**config.mk**
```make
export PLATFORM = sky130hd
export DESIGN_NAME = cart_bus_arbiter
export DESIGN_NICKNAME = d
export VERILOG_FILES = /design/src/rtl/dumper_bus_pkg.sv /design/src/rtl/m2_clock_gen.sv /design/src/rtl/cart_bus_arbiter.sv
export SDC_FILE = /design/constraint.sdc
export NUM_CORES = 1
export LEC_CHECK = 0
export ABC_AREA = 1
export CELL_PAD_IN_SITES_DETAIL_PLACEMENT = 1
export CELL_PAD_IN_SITES_GLOBAL_PLACEMENT = 1
export CORE_MARGIN = 2
export CORE_UTILIZATION = 39
export DETAILED_ROUTE_END_ITERATION = 16
export HOLD_SLACK_MARGIN = 0.15
export PLACE_DENSITY_LB_ADDON = 0.2
export SLEW_MARGIN = 10
export SYNTH_ARGS = -nofsm -noshare
export SYNTH_HDL_FRONTEND = slang
export SYNTH_HIERARCHICAL = 1
export SYNTH_SLANG_ARGS = --single-unit
```
**constraint.sdc**
```tcl
create_clock -name master_clock -period 2.3 [get_ports master_clock]
set_clock_uncertainty 0.2 [all_clocks]
set_input_delay 0.46 -clock master_clock [delete_from_list [all_inputs] [get_ports master_clock]]
set_output_delay 0.46 -clock master_clock [all_outputs]
set_load 0.03 [all_outputs]
```
**src/rtl/dumper_bus_pkg.sv**
```systemverilog
// Shared definitions for the dumper cartridge bus: arbiter state encoding and
// requester identifiers used by the round-robin tie breaker.
package dumper_bus_pkg;

  localparam int unsigned STATE_W = 3;

  // Arbiter states; encoding fixed so debug probes read the same across builds.
  typedef enum logic [STATE_W-1:0] {
    ST_IDLE       = 3'd0,
    ST_PRG_ALIGN  = 3'd1,
    ST_PRG_LOW    = 3'd2,
    ST_PRG_HIGH   = 3'd3,
    ST_CHR_SETUP  = 3'd4,
    ST_CHR_STROBE = 3'd5,
    ST_CHR_HOLD   = 3'd6
  } arb_state_e;

  // Requester identifiers, stored in the last_grant flag.
  localparam logic REQ_PRG = 1'b0;
  localparam logic REQ_CHR = 1'b1;

endpackage : dumper_bus_pkg

```
**src/rtl/m2_clock_gen.sv**
```systemverilog
// Free-running M2 generator. m2 toggles every M2_HALF_PERIOD master clocks and
// never stops. m2_rise / m2_fall are decoded from the current state and are
// high during the clock whose closing edge changes m2, so a consumer can act
// on the very edge where m2 moves.
//   master_clock  in   sole clock, rising edge
//   reset         in   asynchronous, active-high
//   m2            out  generated CPU clock (registered)
//   m2_rise       out  next edge drives m2 high
//   m2_fall       out  next edge drives m2 low
module m2_clock_gen #(
  parameter int unsigned M2_HALF_PERIOD = 9
) (
  input  logic master_clock,
  input  logic reset,
  output logic m2,
  output logic m2_rise,
  output logic m2_fall
);

  localparam int unsigned CNT_W = $clog2(M2_HALF_PERIOD);
  localparam logic [CNT_W-1:0] CNT_MAX = CNT_W'(M2_HALF_PERIOD - 1);
  localparam logic [CNT_W-1:0] CNT_ONE = CNT_W'(1);

  logic [CNT_W-1:0] cnt;
  logic             at_max;

  assign at_max  = (cnt == CNT_MAX);
  assign m2_rise = at_max & ~m2;
  assign m2_fall = at_max & m2;

  // Half-phase counter; m2 flips on each wrap.
  always_ff @(posedge master_clock or posedge reset) begin
    if (reset) begin
      cnt <= '0;
      m2  <= 1'b0;
    end else if (at_max) begin
      cnt <= '0;
      m2  <= ~m2;
    end else begin
      cnt <= cnt + CNT_ONE;
    end
  end

endmodule : m2_clock_gen

```
**src/rtl/cart_bus_arbiter.sv**
```systemverilog
// Cartridge bus sequencer for the dumper CPLD. Shares one host data path between
// CPU-space (PRG) and PPU-space (CHR) requesters, one cartridge cycle at a time.
// PRG cycles are aligned to the free-running M2; CHR cycles use a fixed strobe
// timer. Completion is a one-clock ack pulse per requester.
//   master_clock, reset           clock and async active-high reset
//   prg_req/prg_write/prg_a15     PRG request level, direction and A15 (sampled at grant)
//   prg_ack                       PRG completion pulse
//   chr_req/chr_write             CHR request level and direction (sampled at grant)
//   chr_ack                       CHR completion pulse
//   m2, romsel, cpu_rw, cpu_oe    CPU-side bus signals (romsel, cpu_oe active low)
//   ppu_rd, ppu_wr                PPU-side strobes, active low
//   busy                          high whenever a cycle is in flight
// M2_HALF_PERIOD must be >= 2 and CHR_STROBE_CYCLES >= 1.
module cart_bus_arbiter
  import dumper_bus_pkg::*;
#(
  parameter int unsigned M2_HALF_PERIOD    = 9,
  parameter int unsigned CHR_STROBE_CYCLES = 4
) (
  input  logic master_clock,
  input  logic reset,
  input  logic prg_req,
  input  logic prg_write,
  input  logic prg_a15,
  output logic prg_ack,
  input  logic chr_req,
  input  logic chr_write,
  output logic chr_ack,
  output logic m2,
  output logic romsel,
  output logic cpu_rw,
  output logic cpu_oe,
  output logic ppu_rd,
  output logic ppu_wr,
  output logic busy
);

  localparam int unsigned      SCNT_W    = $clog2(CHR_STROBE_CYCLES + 1);
  localparam logic [SCNT_W-1:0] SCNT_LOAD = SCNT_W'(CHR_STROBE_CYCLES);
  localparam logic [SCNT_W-1:0] SCNT_ONE  = SCNT_W'(1);

  logic m2_rise;
  logic m2_fall;

  m2_clock_gen #(
    .M2_HALF_PERIOD(M2_HALF_PERIOD)
  ) u_m2_clock_gen (
    .master_clock(master_clock),
    .reset       (reset),
    .m2          (m2),
    .m2_rise     (m2_rise),
    .m2_fall     (m2_fall)
  );

  arb_state_e        state_q, state_d;
  logic              last_grant_q, last_grant_d;
  logic              write_q, write_d;
  logic              a15_q, a15_d;
  logic [SCNT_W-1:0] scnt_q, scnt_d;
  logic              romsel_d, cpu_rw_d, cpu_oe_d, ppu_rd_d, ppu_wr_d;
  logic              prg_ack_d, chr_ack_d, busy_d;

  logic              pick_prg;
  logic              pick_chr;
  logic              tie;

  // On a tie, PRG wins unless it won the previous contested grant.
  assign tie      = prg_req & chr_req;
  assign pick_prg = prg_req & (~chr_req | (last_grant_q == REQ_CHR));
  assign pick_chr = chr_req & ~pick_prg;

  // Next-state and registered-output logic.
  always_comb begin
    state_d      = state_q;
    last_grant_d = last_grant_q;
    write_d      = write_q;
    a15_d        = a15_q;
    scnt_d       = scnt_q;
    romsel_d     = romsel;
    cpu_rw_d     = cpu_rw;
    cpu_oe_d     = cpu_oe;
    ppu_rd_d     = ppu_rd;
    ppu_wr_d     = ppu_wr;
    prg_ack_d    = 1'b0;
    chr_ack_d    = 1'b0;

    unique case (state_q)
      ST_IDLE: begin
        // last_grant only records contested grants, so repeated ties alternate.
        if (tie) begin
          last_grant_d = pick_prg ? REQ_PRG : REQ_CHR;
        end
        if (pick_prg) begin
          write_d = prg_write;
          a15_d   = prg_a15;
          if (m2_fall) begin
            // Grant coincides with a fall: skip alignment.
            state_d  = ST_PRG_LOW;
            cpu_oe_d = 1'b0;
            cpu_rw_d = ~prg_write;
          end else begin
            state_d = ST_PRG_ALIGN;
          end
        end else if (pick_chr) begin
          write_d = chr_write;
          state_d = ST_CHR_SETUP;
        end
      end

      ST_PRG_ALIGN: begin
        if (m2_fall) begin
          state_d  = ST_PRG_LOW;
          cpu_oe_d = 1'b0;
          cpu_rw_d = ~write_q;
        end
      end

      ST_PRG_LOW: begin
        if (m2_rise) begin
          state_d  = ST_PRG_HIGH;
          romsel_d = ~a15_q;
        end
      end

      ST_PRG_HIGH: begin
        if (m2_fall) begin
          state_d   = ST_IDLE;
          romsel_d  = 1'b1;
          cpu_oe_d  = 1'b1;
          cpu_rw_d  = 1'b1;
          prg_ack_d = 1'b1;
        end
      end

      ST_CHR_SETUP: begin
        state_d = ST_CHR_STROBE;
        scnt_d  = SCNT_LOAD;
        if (write_q) begin
          ppu_wr_d = 1'b0;
        end else begin
          ppu_rd_d = 1'b0;
        end
      end

      ST_CHR_STROBE: begin
        // Counter was loaded on entry; the last strobe clock sees it at one.
        if (scnt_q == SCNT_ONE) begin
          state_d  = ST_CHR_HOLD;
          ppu_rd_d = 1'b1;
          ppu_wr_d = 1'b1;
        end else begin
          scnt_d = scnt_q - SCNT_ONE;
        end
      end

      ST_CHR_HOLD: begin
        state_d   = ST_IDLE;
        chr_ack_d = 1'b1;
      end

      default: begin
        state_d = ST_IDLE;
      end
    endcase

    busy_d = (state_d != ST_IDLE);
  end

  // State and output registers; reset abandons any cycle in flight.
  always_ff @(posedge master_clock or posedge reset) begin
    if (reset) begin
      state_q      <= ST_IDLE;
      last_grant_q <= REQ_CHR;
      write_q      <= 1'b0;
      a15_q        <= 1'b0;
      scnt_q       <= '0;
      romsel       <= 1'b1;
      cpu_rw       <= 1'b1;
      cpu_oe       <= 1'b1;
      ppu_rd       <= 1'b1;
      ppu_wr       <= 1'b1;
      prg_ack      <= 1'b0;
      chr_ack      <= 1'b0;
      busy         <= 1'b0;
    end else begin
      state_q      <= state_d;
      last_grant_q <= last_grant_d;
      write_q      <= write_d;
      a15_q        <= a15_d;
      scnt_q       <= scnt_d;
      romsel       <= romsel_d;
      cpu_rw       <= cpu_rw_d;
      cpu_oe       <= cpu_oe_d;
      ppu_rd       <= ppu_rd_d;
      ppu_wr       <= ppu_wr_d;
      prg_ack      <= prg_ack_d;
      chr_ack      <= chr_ack_d;
      busy         <= busy_d;
    end
  end

endmodule : cart_bus_arbiter

```
### After elaboration in Yosys (flattened, before gate mapping)

Cells that the tools add are included.

| cells by class | value |
|---|---|
| add/sub/neg operators | 2 |
| equality and inequality tests | 17 |
| multiplexer cells | 32 |
| bitwise operators | 12 |
| reduce and logical (&&, ||, !) cells | 15 |

Operators by type and width:

| cell | number |
|---|---|
| 3-bit two-way mux | 7 |
| 2-bit != test (second input constant) | 9 |
| 3-bit one-hot mux with 6 select lines | 1 |
| 1-bit two-way mux | 16 |
| 3-bit AND reduction | 4 |
| 3-bit equality test (second input constant) | 3 |
| 2-bit AND reduction | 4 |
| 3-bit by 1-bit equality test with 1-bit output (second input constant) | 2 |
| 3-bit by 2-bit equality test with 1-bit output (second input constant) | 2 |
| 1-bit NOT | 6 |
| 1-bit one-hot mux with 2 select lines | 3 |
| 1-bit one-hot mux with 3 select lines | 2 |
| 3-bit one-hot mux with 2 select lines | 1 |
| 2-bit nonzero test | 3 |
| 3-bit nonzero test | 2 |
| 1-bit bitwise AND | 5 |
| 5-bit AND reduction | 1 |
| 4-bit by 1-bit adder with 4-bit output (second input constant) | 1 |
| 4-bit equality test (second input constant) | 1 |
| 4-bit two-way mux | 1 |
| 3-bit zero test | 1 |
| 3-bit by 1-bit subtractor with 3-bit output (second input constant) | 1 |
| 2-bit two-way mux | 1 |
| 1-bit OR | 1 |

| storage, ports and cells | value |
|---|---|
| register bits | 22 |
| bits of input ports | 7 |
| output and inout port bits | 9 |
| word-level logic and storage cells | 93 |

### Logic depth before layout (Yosys ltp)

Gate-level depths: netlist (run 1).

| depth | value |
|---|---|
| depth in word-level cells | 9 |
| mapped depth | 11 |
| depth with buffers taken out | 11 |

### Cells and area by module

Netlist (run 1), hierarchy kept.

Modules (own cells, without submodules):

| module | times used | cells an instance | area an instance (um^2) | seq. area each (um^2) |
|---|---|---|---|---|
| cart_bus_arbiter | 1 | 108 | 905.9 | 432.9 |
| m2_clock_gen | 1 | 29 | 246.5 | 125.1 |

### Worst setup path after synthesis (run 1)

No wires, ideal clock.

| timing path | value |
|---|---|
| kind | register to register |
| from | register u_m2_clock_gen.cnt[0] |
| to | register busy |
| library setup time | 0.120 ns |
| data arrival time | 1.313 ns |
| required time | 1.980 ns |
| setup slack | 0.667 ns |
| cell stages (with the launch flop) | 12 |
| path buffers | 0 |
| period minus slack after synthesis | 1.633 ns |
| cell sequence | dfrtp_1 > inv_1 > ha_1 > nand3_1 > nor2_1 > inv_1 > nand2_1 > nand2_1 > nor2_1 > nand2_2 > nor2_1 > nand2_1 |

| on the way | value |
|---|---|
| cells in the longest elaborated chain, start to end | 6 |
| elaborated cells on any way between the ends | 10 |
| those cells by class | eq/ne: 1; mux: 6; bitwise: 2; reduce/logical: 1 |

RTL lines:

| what | RTL line | RTL |
|---|---|---|
| start, declared | m2_clock_gen.sv:24 | `logic [CNT_W-1:0] cnt;` |
| start signal, assigned | m2_clock_gen.sv:40 | `cnt <= cnt + CNT_ONE;` |
| 4-bit equality test (*) | m2_clock_gen.sv:27 | `assign at_max = (cnt == CNT_MAX);` |
| 1-bit bitwise AND (*) | m2_clock_gen.sv:29 | `assign m2_fall = at_max & m2;` |
| net m2_fall | cart_bus_arbiter.sv:43 | `logic m2_fall;` |
| 2-bit two-way mux | cart_bus_arbiter.sv:96 | `if (m2_fall) begin` |
| 3-bit two-way mux | cart_bus_arbiter.sv:93 | `if (pick_prg) begin` |
| 3-bit one-hot mux with 6 select lines (*) | cart_bus_arbiter.sv:87 | `unique case (state_q)` |
| net state_d[1] | cart_bus_arbiter.sv:55 | `arb_state_e state_q, state_d;` |
| 3-bit nonzero test (*) | cart_bus_arbiter.sv:166 | `busy_d = (state_d != ST_IDLE);` |
| net busy_d | cart_bus_arbiter.sv:61 | `logic prg_ack_d, chr_ack_d, busy_d;` |
| end signal, assigned | cart_bus_arbiter.sv:198 | `busy <= busy_d;` |
| end, declared | cart_bus_arbiter.sv:35 | `output logic busy` |

Mark *: on every way through the listed nets, which the timed path passes. The rest lies on a longest branch.
A chain may end at the register's enable or synchronous reset.

### Worst setup path in the final report (run 1)

| timing path | value |
|---|---|
| from | register ppu_rd |
| to | output port ppu_rd |

RTL lines:

| what | RTL line | RTL |
|---|---|---|
| start, declared | cart_bus_arbiter.sv:33 | `output logic ppu_rd,` |
| start signal, assigned | cart_bus_arbiter.sv:194 | `ppu_rd <= ppu_rd_d;` |

No word-level cell between the ends.

==> results of run 1 <==
[synth_stat cells, types with 2 or more instances]
library cell  number  area share (%)
nand2_2            3             1.6
inv_2              3            0.98
inv_1             19             6.2
nor2_2             3             1.6
dfstp_2            6              14
nor2_1            12             3.9
nand3_1            8             3.5
nand2_1           31              10
nand4_1            2             1.1
o21ai_0            8             3.5
a21oi_1            2            0.87
nor2_4             3             2.9
o21ai_1            5             2.2
ha_1               4             4.3
dfrtp_1           16              35
nand3_2            3             2.6
[kinds of logic (layout without fill, tap and decap cells)]
family	count (synthesis)	count (layout)	synth area share, %
simple gates	67	67	28.8
buf+inv	24	43	8.69
flops	22	22	48.4
compound gates	18	18	8.25
fa+ha+maj	4	4	4.34
xor+xnor	2	2	1.52
[worst max-delay path by stage]
stage,from,endpoint,slack (ns),cells after the start
6_report,ppu_rd,ppu_rd,0.1,1
5_1_grt,ppu_rd,ppu_rd,0.06,1
4_1_cts,ppu_rd,ppu_rd,0.08,1
3_3_place_gp,chr_req,busy,0.42,8
2_1_floorplan,u_m2_clock_gen/cnt[0],busy,0.67,11
3_5_place_dp,chr_req,busy,0.34,8
[report_power, final]
part           leakage (nW)  internal [mW]  switching [mW]
clock network        0.0210         0.0970           0.129
logic                 0.375          0.258           0.443
registers             0.257          0.539           0.113
[per-stage QoR]
stage | instance area [sq um] | total power, mW | utilization (%) | cells
after floorplan | 1150 | 1.16 | - | 137
after global placement | 1340 | 1.33 | 48.1 | 183
after detailed placement | 1340 | 1.37 | 48.1 | 183
after CTS | 1370 | 1.60 | 49.4 | 187
after global routing | 1370 | 1.70 | 49.4 | 187
final | 1370 | 1.58 | 49.4 | 187
[layout by cell type (no fill, tap or decap), drive strengths merged]
cell type      synthesis  layout
a21boi                 1       1
a21oi                  2       2
a31oi                  1       1
buf                    1       1
clkbuf                 0       4
clkdlybuf4s50          0      15
dfrtp                 16      16
dfstp                  6       6
ha                     4       4
inv                   23      23
nand2                 35      35
nand3                 11      11
nand4                  2       2
nor2                  18      18
nor3                   1       1
o21ai                 13      13
o22ai                  1       1
xnor2                  1       1
xor2                   1       1
[per-layer routing]
metal  wire length (um)  part of all wire (%)  up-vias  global-route usage, %
met1               1150                    45      459                   22.0
met4                 51                   2.0        0                   7.97
met2               1280                    50       11                   27.3
met3                 61                   2.4        5                   1.98
met5                  0                     0        -                      0
li1                   -                     -      467                      -
[final cells by class]
| cell class | instances | area, sq um |
|---|---|---|
| fillers | 346 | 1410 |
| flip-flops and latches | 22 | 558 |
| multi-input cells | 91 | 494 |
| repair buffers | 16 | 158 |
| inverters | 23 | 88.8 |
| well taps | 31 | 38.8 |
| clock buffers | 4 | 36.3 |
==> results by group, run 1 <==
Critical path
  • Worst R2R End: busy
  • Critical Path Fanout Max: 2
  • Crit end category: output port
  • Crit Path Category: register to output port
  • Worst path bufs/invs: 1
  • Delay-heaviest family, CP: buffers and inverters
  • CP required: 1.64 ns
  • Worst reg2reg setup slack: 0.33 ns
  • CP max stage cell: clkdlybuf4s50_1
  • CP arrival: 1.54 ns
  • R2R depth: 11
  • Reg-to-reg critical path startpoint: u_m2_clock_gen/cnt[0]
  • Crit-path cells: clkdlybuf4s50_1
  • CP max stage delay: 0.67 ns
  • Crit path launch type: register

Yosys
  • Mean Syn Cell Area: 8.41 sq um
  • Yosys cell types: 25
  • Post-synth EDFFs: 0
  • Seq/Total Area, Yosys: 48.4%
  • Ys Warns: 6
  • Cells after synthesis: 137
  • Post-synth ARST share: 100%
  • Synth Cell Area: 0.00115 sq mm
  • Prevailing post-synth register cell: dfrtp_1
  • Net count after synthesis: 148
  • Yosys reg bits: 22

Floorplanning
  • Row Count: 19
  • I/O pin cnt: 16
  • Initial Utilization: 41.4%
  • Die width: 58.4 um
  • Die Footprint: 0.00341 sq mm
  • Die Span Y: 58.4 um
  • Core footprint: 0.00278 sq mm

Timing
  • Part of the cycle the worst path needs: 95.8%
  • Worst Tran Pin Value: 0.490 ns
  • Post-route setup slack: 0.0968 ns
  • Post-Route Setup TNS: 0 ns
  • RSZ-0062 raised after global routing: false
  • Max-slew headroom: 67.3%
  • Final hold violations: 0
  • Fmax: 0.454 GHz
  • Tmin final: 2.20 ns
  • Hold WS: 0.155 ns
  • Final setup vio count: 0
  • Max-slew violation count: 0

Cells and area
  • Share of layout cells above drive strength 1: 17.9%
  • Regs by FF count: u_m2_clock_gen/cnt (4), scnt_q (3), state_q (3)
  • Largest reg by FF count: u_m2_clock_gen/cnt
  • Nets@finish: 168
  • Largest register FFs: 4
  • Growth of design area from synthesis to finish: 19.2%
  • Number of diodes: 0

CTS
  • # H-tree levels: 1
  • Hold Buf Count CTS: 0
  • Setup bufs post-CTS: 0
  • Clock Tree Buf Depth: 2
  • CTS tree: yes
  • Clock-pin slew on the worst setup and hold paths: 0.13 ns
  • CTS Buf Count: 3
  • Clock latency on the worst-skew pair: 0.32 ns
  • CTS sink count: 22
  • Post-cts sizing count: 0
  • CTS Root Cell: clkbuf_4

Run status
  • Status: finished clean

Route
  • DRC: 0
  • Mean routed wirelength per cell: 13.6 um
  • Routed Antenna Nets: 0
  • DR vias/cell: 5.04
  • Vias: 942
  • Final WL: 2540 um
  • Router iterations before antenna repair: 7
  • DR iter-0 viols: 57

Pwr
  • Peak supply drop: 0.672 mV
  • Pwr per Cell Area: 1150 mW/mm^2
  • Leakage: 0.653 nW

Flow run
  • Max cap viols: 0

Global route
  • Largest net degree at the start of global routing: 14
  • Vias in the first global route: 961
  • Wire length of the first global-routing pass: 4310 um
  • Antenna violations before repair: 0
  • Aggregate global routing overflow: 0
  • Overall routing resource usage: 16.7%

Placement
  • Pre-CTS WS: 0.344 ns
  • Placer Congestion: 0.793
  • IO buf count: 15
  • HPWL Detailed: 2000 um

Hold path
  • Min-delay worst type: input port to async pin
No activity file was read; power rests on OpenSTA's default activity.
==> run 2: changes to the inputs <==
RECOVER_POWER = 100   (was default)
==> run 2 against run 1 <==
  * Register-to-register slack got worse by 0.03 ns
  * Hold slack improved by 0.073 ns
  * Highest routed layer unchanged
  * Maximum frequency rose by 0.38%
  * Sequential share of layout area rose by 0.75 points
  * Global-route usage did not move
  * Setup slack improved by 0.0084 ns
  * Final cell count did not move
==> results by group, run 2 (same netlist as run 1, synthesis figures left out) <==
Floorplanning
  • Die Span Y: 58.4 um (unchanged)
  • Row Count: 19 (unchanged)
  • I/O pin cnt: 16 (unchanged)
  • Core footprint: 0.00278 sq mm (unchanged)
  • Die width: 58.4 um (unchanged)
  • Die Footprint: 0.00341 sq mm (unchanged)
  • Initial Utilization: 41.4% (unchanged)

Critical path
  • Worst reg2reg setup slack: 0.30 ns (-0.03 ns)
  • CP arrival: 1.53 ns (about the same)
  • Crit end category: output port
  • Crit-path cells: clkdlybuf4s50_1
  • Reg-to-reg critical path startpoint: state_q[0]
  • Worst R2R End: busy
  • CP required: 1.64 ns (about the same)
  • Crit path launch type: register
  • R2R depth: 5 (-6)
  • CP max stage cell: clkdlybuf4s50_1
  • Critical path startpoint: ppu_rd
  • Delay-heaviest family, CP: buffers and inverters
  • Crit Path Category: register to output port
  • Critical Path Fanout Max: 2 (unchanged)
  • Worst path bufs/invs: 1 (unchanged)
  • CP max stage delay: 0.67 ns (about the same)

Cells and area
  • Share of layout cells above drive strength 1: 12.2% (-5.8 points)
  • Nets@finish: 168 (unchanged)
  • Growth of design area from synthesis to finish: 17.0%
  • Commonest cells after routing, fill and taps aside: 32 x nand2_1, 20 x inv_1, 16 x dfrtp_1
  • Commonest non-fill, non-tap cell in the layout: nand2_1
  • Regs by FF count: u_m2_clock_gen/cnt (4), scnt_q (3), state_q (3)
  • Largest register FFs: 4 (unchanged)
  • Largest reg by FF count: u_m2_clock_gen/cnt
  • Number of diodes: 0 (unchanged)

Global route
  • Wire length of the first global-routing pass: 4310 um (unchanged)
  • Vias in the first global route: 961 (unchanged)
  • Antenna violations before repair: 0 (unchanged)
  • Aggregate global routing overflow: 0 (unchanged)
  • Largest net degree at the start of global routing: 14 (unchanged)
  • Overall routing resource usage: 16.7% (unchanged)

Run status
  • Status: finished clean

Timing
  • Post-Route Setup TNS: 0 ns (unchanged)
  • RSZ-0062 raised after global routing: false
  • Worst Tran Pin Value: 0.750 ns (+0.260 ns)
  • Tmin final: 2.19 ns (-0.00841 ns)
  • Part of the cycle the worst path needs: 95.4% (-0.37 points)
  • Final setup vio count: 0 (unchanged)
  • Fmax: 0.456 GHz (+0.38%)
  • Hold WS: 0.228 ns (+0.0732 ns)
  • Max-slew violation count: 0 (unchanged)
  • Final hold violations: 0 (unchanged)
  • Max-slew headroom: 50.0% (-17 points)

Placement
  • Placer Congestion: 0.793 (unchanged)
  • HPWL Detailed: 2000 um (unchanged)
  • IO buf count: 15 (unchanged)

CTS
  • Clock latency on the worst-skew pair: 0.32 ns (about the same)
  • Post-cts sizing count: 0 (unchanged)
  • Clock-pin slew on the worst setup and hold paths: 0.13 ns (about the same)
  • Clock Tree Buf Depth: 2 (unchanged)
  • CTS Root Cell: clkbuf_4
  • # H-tree levels: 1 (unchanged)
  • CTS sink count: 22 (unchanged)
  • Setup bufs post-CTS: 0 (unchanged)
  • CTS Buf Count: 3 (unchanged)
  • CTS tree: yes
  • Hold Buf Count CTS: 0 (unchanged)

Route
  • Final WL: 2510 um (-1.1%)
  • DRC: 0 (unchanged)
  • DR iter-0 viols: 46 (-19%)
  • DR vias/cell: 5.03 (-0.11%)
  • Router iterations before antenna repair: 4 (-3)
  • Met1 wire length: 1170 um (+1.9%)
  • DR WL met2: 1230 um (-3.5%)
  • Routed Antenna Nets: 0 (unchanged)
  • Mean routed wirelength per cell: 13.4 um (-1.1%)
  • Vias: 941 (-0.11%)
  • Top sig layer: met4
  • Met3 routed WL: 54 um (-11%)

Flow run
  • Max cap viols: 0 (unchanged)

Hold path
  • Hold Path Depth: 1
  • Critical hold path startpoint: a15_q
  • Min-delay worst type: register to register
  • Worst Hold End: romsel

Pwr
  • Pwr per Cell Area: 1130 mW/mm^2 (-1.3%)
  • Leakage: 0.647 nW (-0.89%)
  • Peak supply drop: 0.630 mV (-6.2%)
-- run 2: routing by layer --
metal  global-route usage, %  up-vias
met5                       0        -
met4                    7.97        0
met3                    1.98        5
met2                    27.3       11
met1                    22.0      457
li1                        -      468
-- run 2: worst max-delay path by stage --
stage          slack, ns      to  cells past startpoint
2_1_floorplan       0.67    busy                     11
3_3_place_gp        0.42    busy                      8
3_5_place_dp        0.34    busy                      8
4_1_cts             0.08  ppu_rd                      1
5_1_grt             0.06  ppu_wr                      1
6_report            0.11  ppu_rd                      1
-- run 2: power breakdown --
part / internal (mW) / switching, mW / leakage [nW]
Clock: 0.0969 / 0.126 / 0.0210
Combinational: 0.242 / 0.422 / 0.370
Sequential: 0.534 / 0.108 / 0.256
Total: 0.873 / 0.656 / 0.647
-- run 2: layout make-up --
type	instances	area (sq um)
Clock buffer	4	36.3
Fill cell	346	1430
Inverter	23	87.6
Multi-Input combinational cell	91	474
Sequential cell	22	558
Tap cell	31	38.8
Timing Repair Buffer	16	154
-- run 2: through the flow --
| stage | power (mW) | std cells | area (sq um) | worst slack [ns] | utilization (%) |
|---|---|---|---|---|---|
| 2_1_floorplan | 1.16 | 137 | 1150 | 0.667 | - |
| 3_3_place_gp | 1.33 | 183 | 1340 | 0.419 | 48.1 |
| 3_5_place_dp | 1.37 | 183 | 1340 | 0.344 | 48.1 |
| 4_1_cts | 1.60 | 187 | 1370 | 0.0823 | 49.4 |
| 5_1_grt | 1.65 | 187 | 1350 | 0.0560 | 48.5 |
| 6_report | 1.53 | 187 | 1350 | 0.105 | 48.5 |
==> run 3: changes to the inputs <==
CORE_MARGIN = default   (was 2)
TNS_END_PERCENT = 20   (was default)
==> run 3 against run 2 <==
  * Via count decreased by 0.85%
  * Utilization decreased by 0.40 points
  * Sequential share of layout area increased by 0.35 points
  * Sequential power about the same
  * Largest cell class unchanged
  * Power decreased by 3.7%
==> results by group, run 3 (same netlist as run 1, synthesis figures left out) <==
Critical path
  • Worst R2R End: busy
  • R2R depth: 5 (unchanged)
  • CP arrival: 1.51 ns (-0.02 ns)
  • Critical Path Fanout Max: 2 (unchanged)
  • Worst path bufs/invs: 1 (unchanged)
  • CP max stage delay: 0.67 ns (about the same)
  • CP max stage cell: clkdlybuf4s50_1
  • CP required: 1.64 ns (about the same)
  • Worst path depth: 1 (unchanged)
  • Crit-path cells: clkdlybuf4s50_1
  • Delay-heaviest family, CP: buffers and inverters
  • Worst reg2reg setup slack: 0.29 ns (about the same)
  • Crit end category: output port
  • Critical path startpoint: romsel
  • Reg-to-reg critical path startpoint: state_q[0]
  • Crit Path Category: register to output port
  • Crit path launch type: register

Timing
  • Final hold violations: 0 (unchanged)
  • Max-slew violation count: 0 (unchanged)
  • Fmax: 0.460 GHz (+1.0%)
  • Worst Tran Pin Value: 0.939 ns (+0.189 ns)
  • Max-slew headroom: 37.4% (-13 points)
  • RSZ-0062 raised after global routing: false
  • Post-Route Setup TNS: 0 ns (unchanged)
  • Tmin final: 2.17 ns (-0.0221 ns)
  • Final setup vio count: 0 (unchanged)
  • Post-route setup slack: 0.127 ns (+0.0221 ns)
  • Part of the cycle the worst path needs: 94.5% (-0.96 points)

Cells and area
  • Commonest non-fill, non-tap cell in the layout: nand2_1
  • Regs by FF count: u_m2_clock_gen/cnt (4), scnt_q (3), state_q (3)
  • Register area: 558 sq um (unchanged)
  • Largest reg by FF count: u_m2_clock_gen/cnt
  • Number of diodes: 0 (unchanged)
  • Largest register FFs: 4 (unchanged)
  • Nets@finish: 168 (unchanged)
  • Share of layout cells above drive strength 1: 12.9% (+0.72 points)
  • Multi-input logic area: 477 sq um (+0.53%)
  • Growth of design area from synthesis to finish: 16.1%
  • Commonest cells after routing, fill and taps aside: 32 x nand2_1, 20 x inv_1, 16 x dfrtp_1
  • Fillers: 355 (+2.6%)

Placement
  • Placer Congestion: 0.774 (-2.4%)
  • IO buf count: 15 (unchanged)
  • HPWL Detailed: 1960 um (-2.1%)
  • Pre-CTS WS: 0.382 ns (+0.0376 ns)

Route
  • Top sig layer: met4
  • Met3 routed WL: 50 um (-7.4%)
  • DR vias/cell: 5.02 (-0.32%)
  • Met1 wire length: 1100 um (-6.0%)
  • DR WL met2: 1190 um (-3.7%)
  • Router iterations before antenna repair: 4 (unchanged)
  • DR iter-0 viols: 30 (-35%)
  • DRC: 0 (unchanged)
  • Final WL: 2380 um (-5.0%)
  • Vias: 933 (-0.85%)
  • Mean routed wirelength per cell: 12.8 um (-4.5%)
  • Routed Antenna Nets: 0 (unchanged)

Pwr
  • Leakage: 0.640 nW (-1.1%)
  • Combinational power share: 44.8% (+1.4 points)
  • Peak supply drop: 0.587 mV (-6.9%)
  • Int Power: 0.840 mW (-3.8%)
  • Pwr per Cell Area: 1100 mW/mm^2 (-2.9%)
  • Clk pwr share: 11.5% (-3.1 points)
  • Switching Share: 42.9% (+0.062 points)
  • NetSw: 0.632 mW (-3.6%)
  • Flop pwr share: 43.7% (+1.7 points)

Floorplanning
  • Initial Utilization: 41.4% (unchanged)
  • Die Span Y: 56.4 um (-3.4%)
  • Row Count: 19 (unchanged)
  • I/O pin cnt: 16 (unchanged)
  • Die Footprint: 0.00318 sq mm (-6.7%)
  • Die width: 56.4 um (-3.4%)
  • Core footprint: 0.00278 sq mm (unchanged)

Run status
  • Status: finished clean

Global route
  • Antenna violations before repair: 0 (unchanged)
  • Overall routing resource usage: 17.9% (+1.2 points)
  • Wire length of the first global-routing pass: 4380 um (+1.8%)
  • Vias in the first global route: 1,031 (+7.3%)
  • Largest net degree at the start of global routing: 18 (+4)
  • Aggregate global routing overflow: 0 (unchanged)

Hold path
  • Worst Hold End: romsel
  • Hold Path Depth: 1 (unchanged)
  • Critical hold path startpoint: a15_q
  • Min-delay worst type: register to register

CTS
  • Clock latency on the worst-skew pair: 0.30 ns (-0.02 ns)
  • CTS Root Cell: clkbuf_4
  • Clock Tree Buf Depth: 2 (unchanged)
  • CTS tree: yes
  • Hold Buf Count CTS: 0 (unchanged)
  • Post-cts sizing count: 0 (unchanged)
  • # H-tree levels: 1 (unchanged)
  • Clock-pin slew on the worst setup and hold paths: 0.11 ns (-0.02 ns)
  • CTS Buf Count: 3 (unchanged)
  • CTS sink count: 22 (unchanged)
  • Setup bufs post-CTS: 0 (unchanged)

Flow run
  • Max cap viols: 0 (unchanged)
run 3: power by group through the flow:
stage               clock [mW]  combinational, mW  sequential [mW]
floorplan                    0              0.459            0.703
global placement             0              0.679            0.653
detailed placement           0              0.708            0.661
CTS                      0.182              0.711            0.653
global route             0.196              0.745            0.664
finish                   0.169              0.660            0.643
run 3: layout make-up:
cell class / count / area share [%]
Inverter: 23 / 6.55
Timing Repair Buffer: 16 / 11.5
Multi-Input combinational cell: 91 / 35.6
Tap cell: 31 / 2.90
Clock buffer: 3 / 1.68
Sequential cell: 22 / 41.7
run 3: worst max-delay path by stage:
stage                  end  slack, ns
floorplan             busy       0.67
global placement      busy       0.42
detailed placement    busy       0.38
CTS                 ppu_wr       0.11
global route        ppu_wr       0.07
finish              romsel       0.13
run 3: metrics by stage:
| stage | cells | cell area (sq um) | utilization (%) | total power [mW] | hold slack (ns) |
|---|---|---|---|---|---|
| floorplan | 137 | 1150 | - | 1.16 | 0.0385 |
| global placement | 183 | 1340 | 48.1 | 1.33 | 0.217 |
| detailed placement | 183 | 1340 | 48.1 | 1.37 | 0.225 |
| CTS | 186 | 1360 | 48.9 | 1.55 | 0.168 |
| global route | 186 | 1340 | 48.1 | 1.61 | 0.268 |
| finish | 186 | 1340 | 48.1 | 1.47 | 0.234 |
run 3: layer usage:
layer | GRT usage [%] | vias to the layer above
met5 | 0 | -
met4 | 8.36 | 0
met3 | 2.07 | 5
met2 | 31.1 | 11
met1 | 22.0 | 448
li1 | - | 469
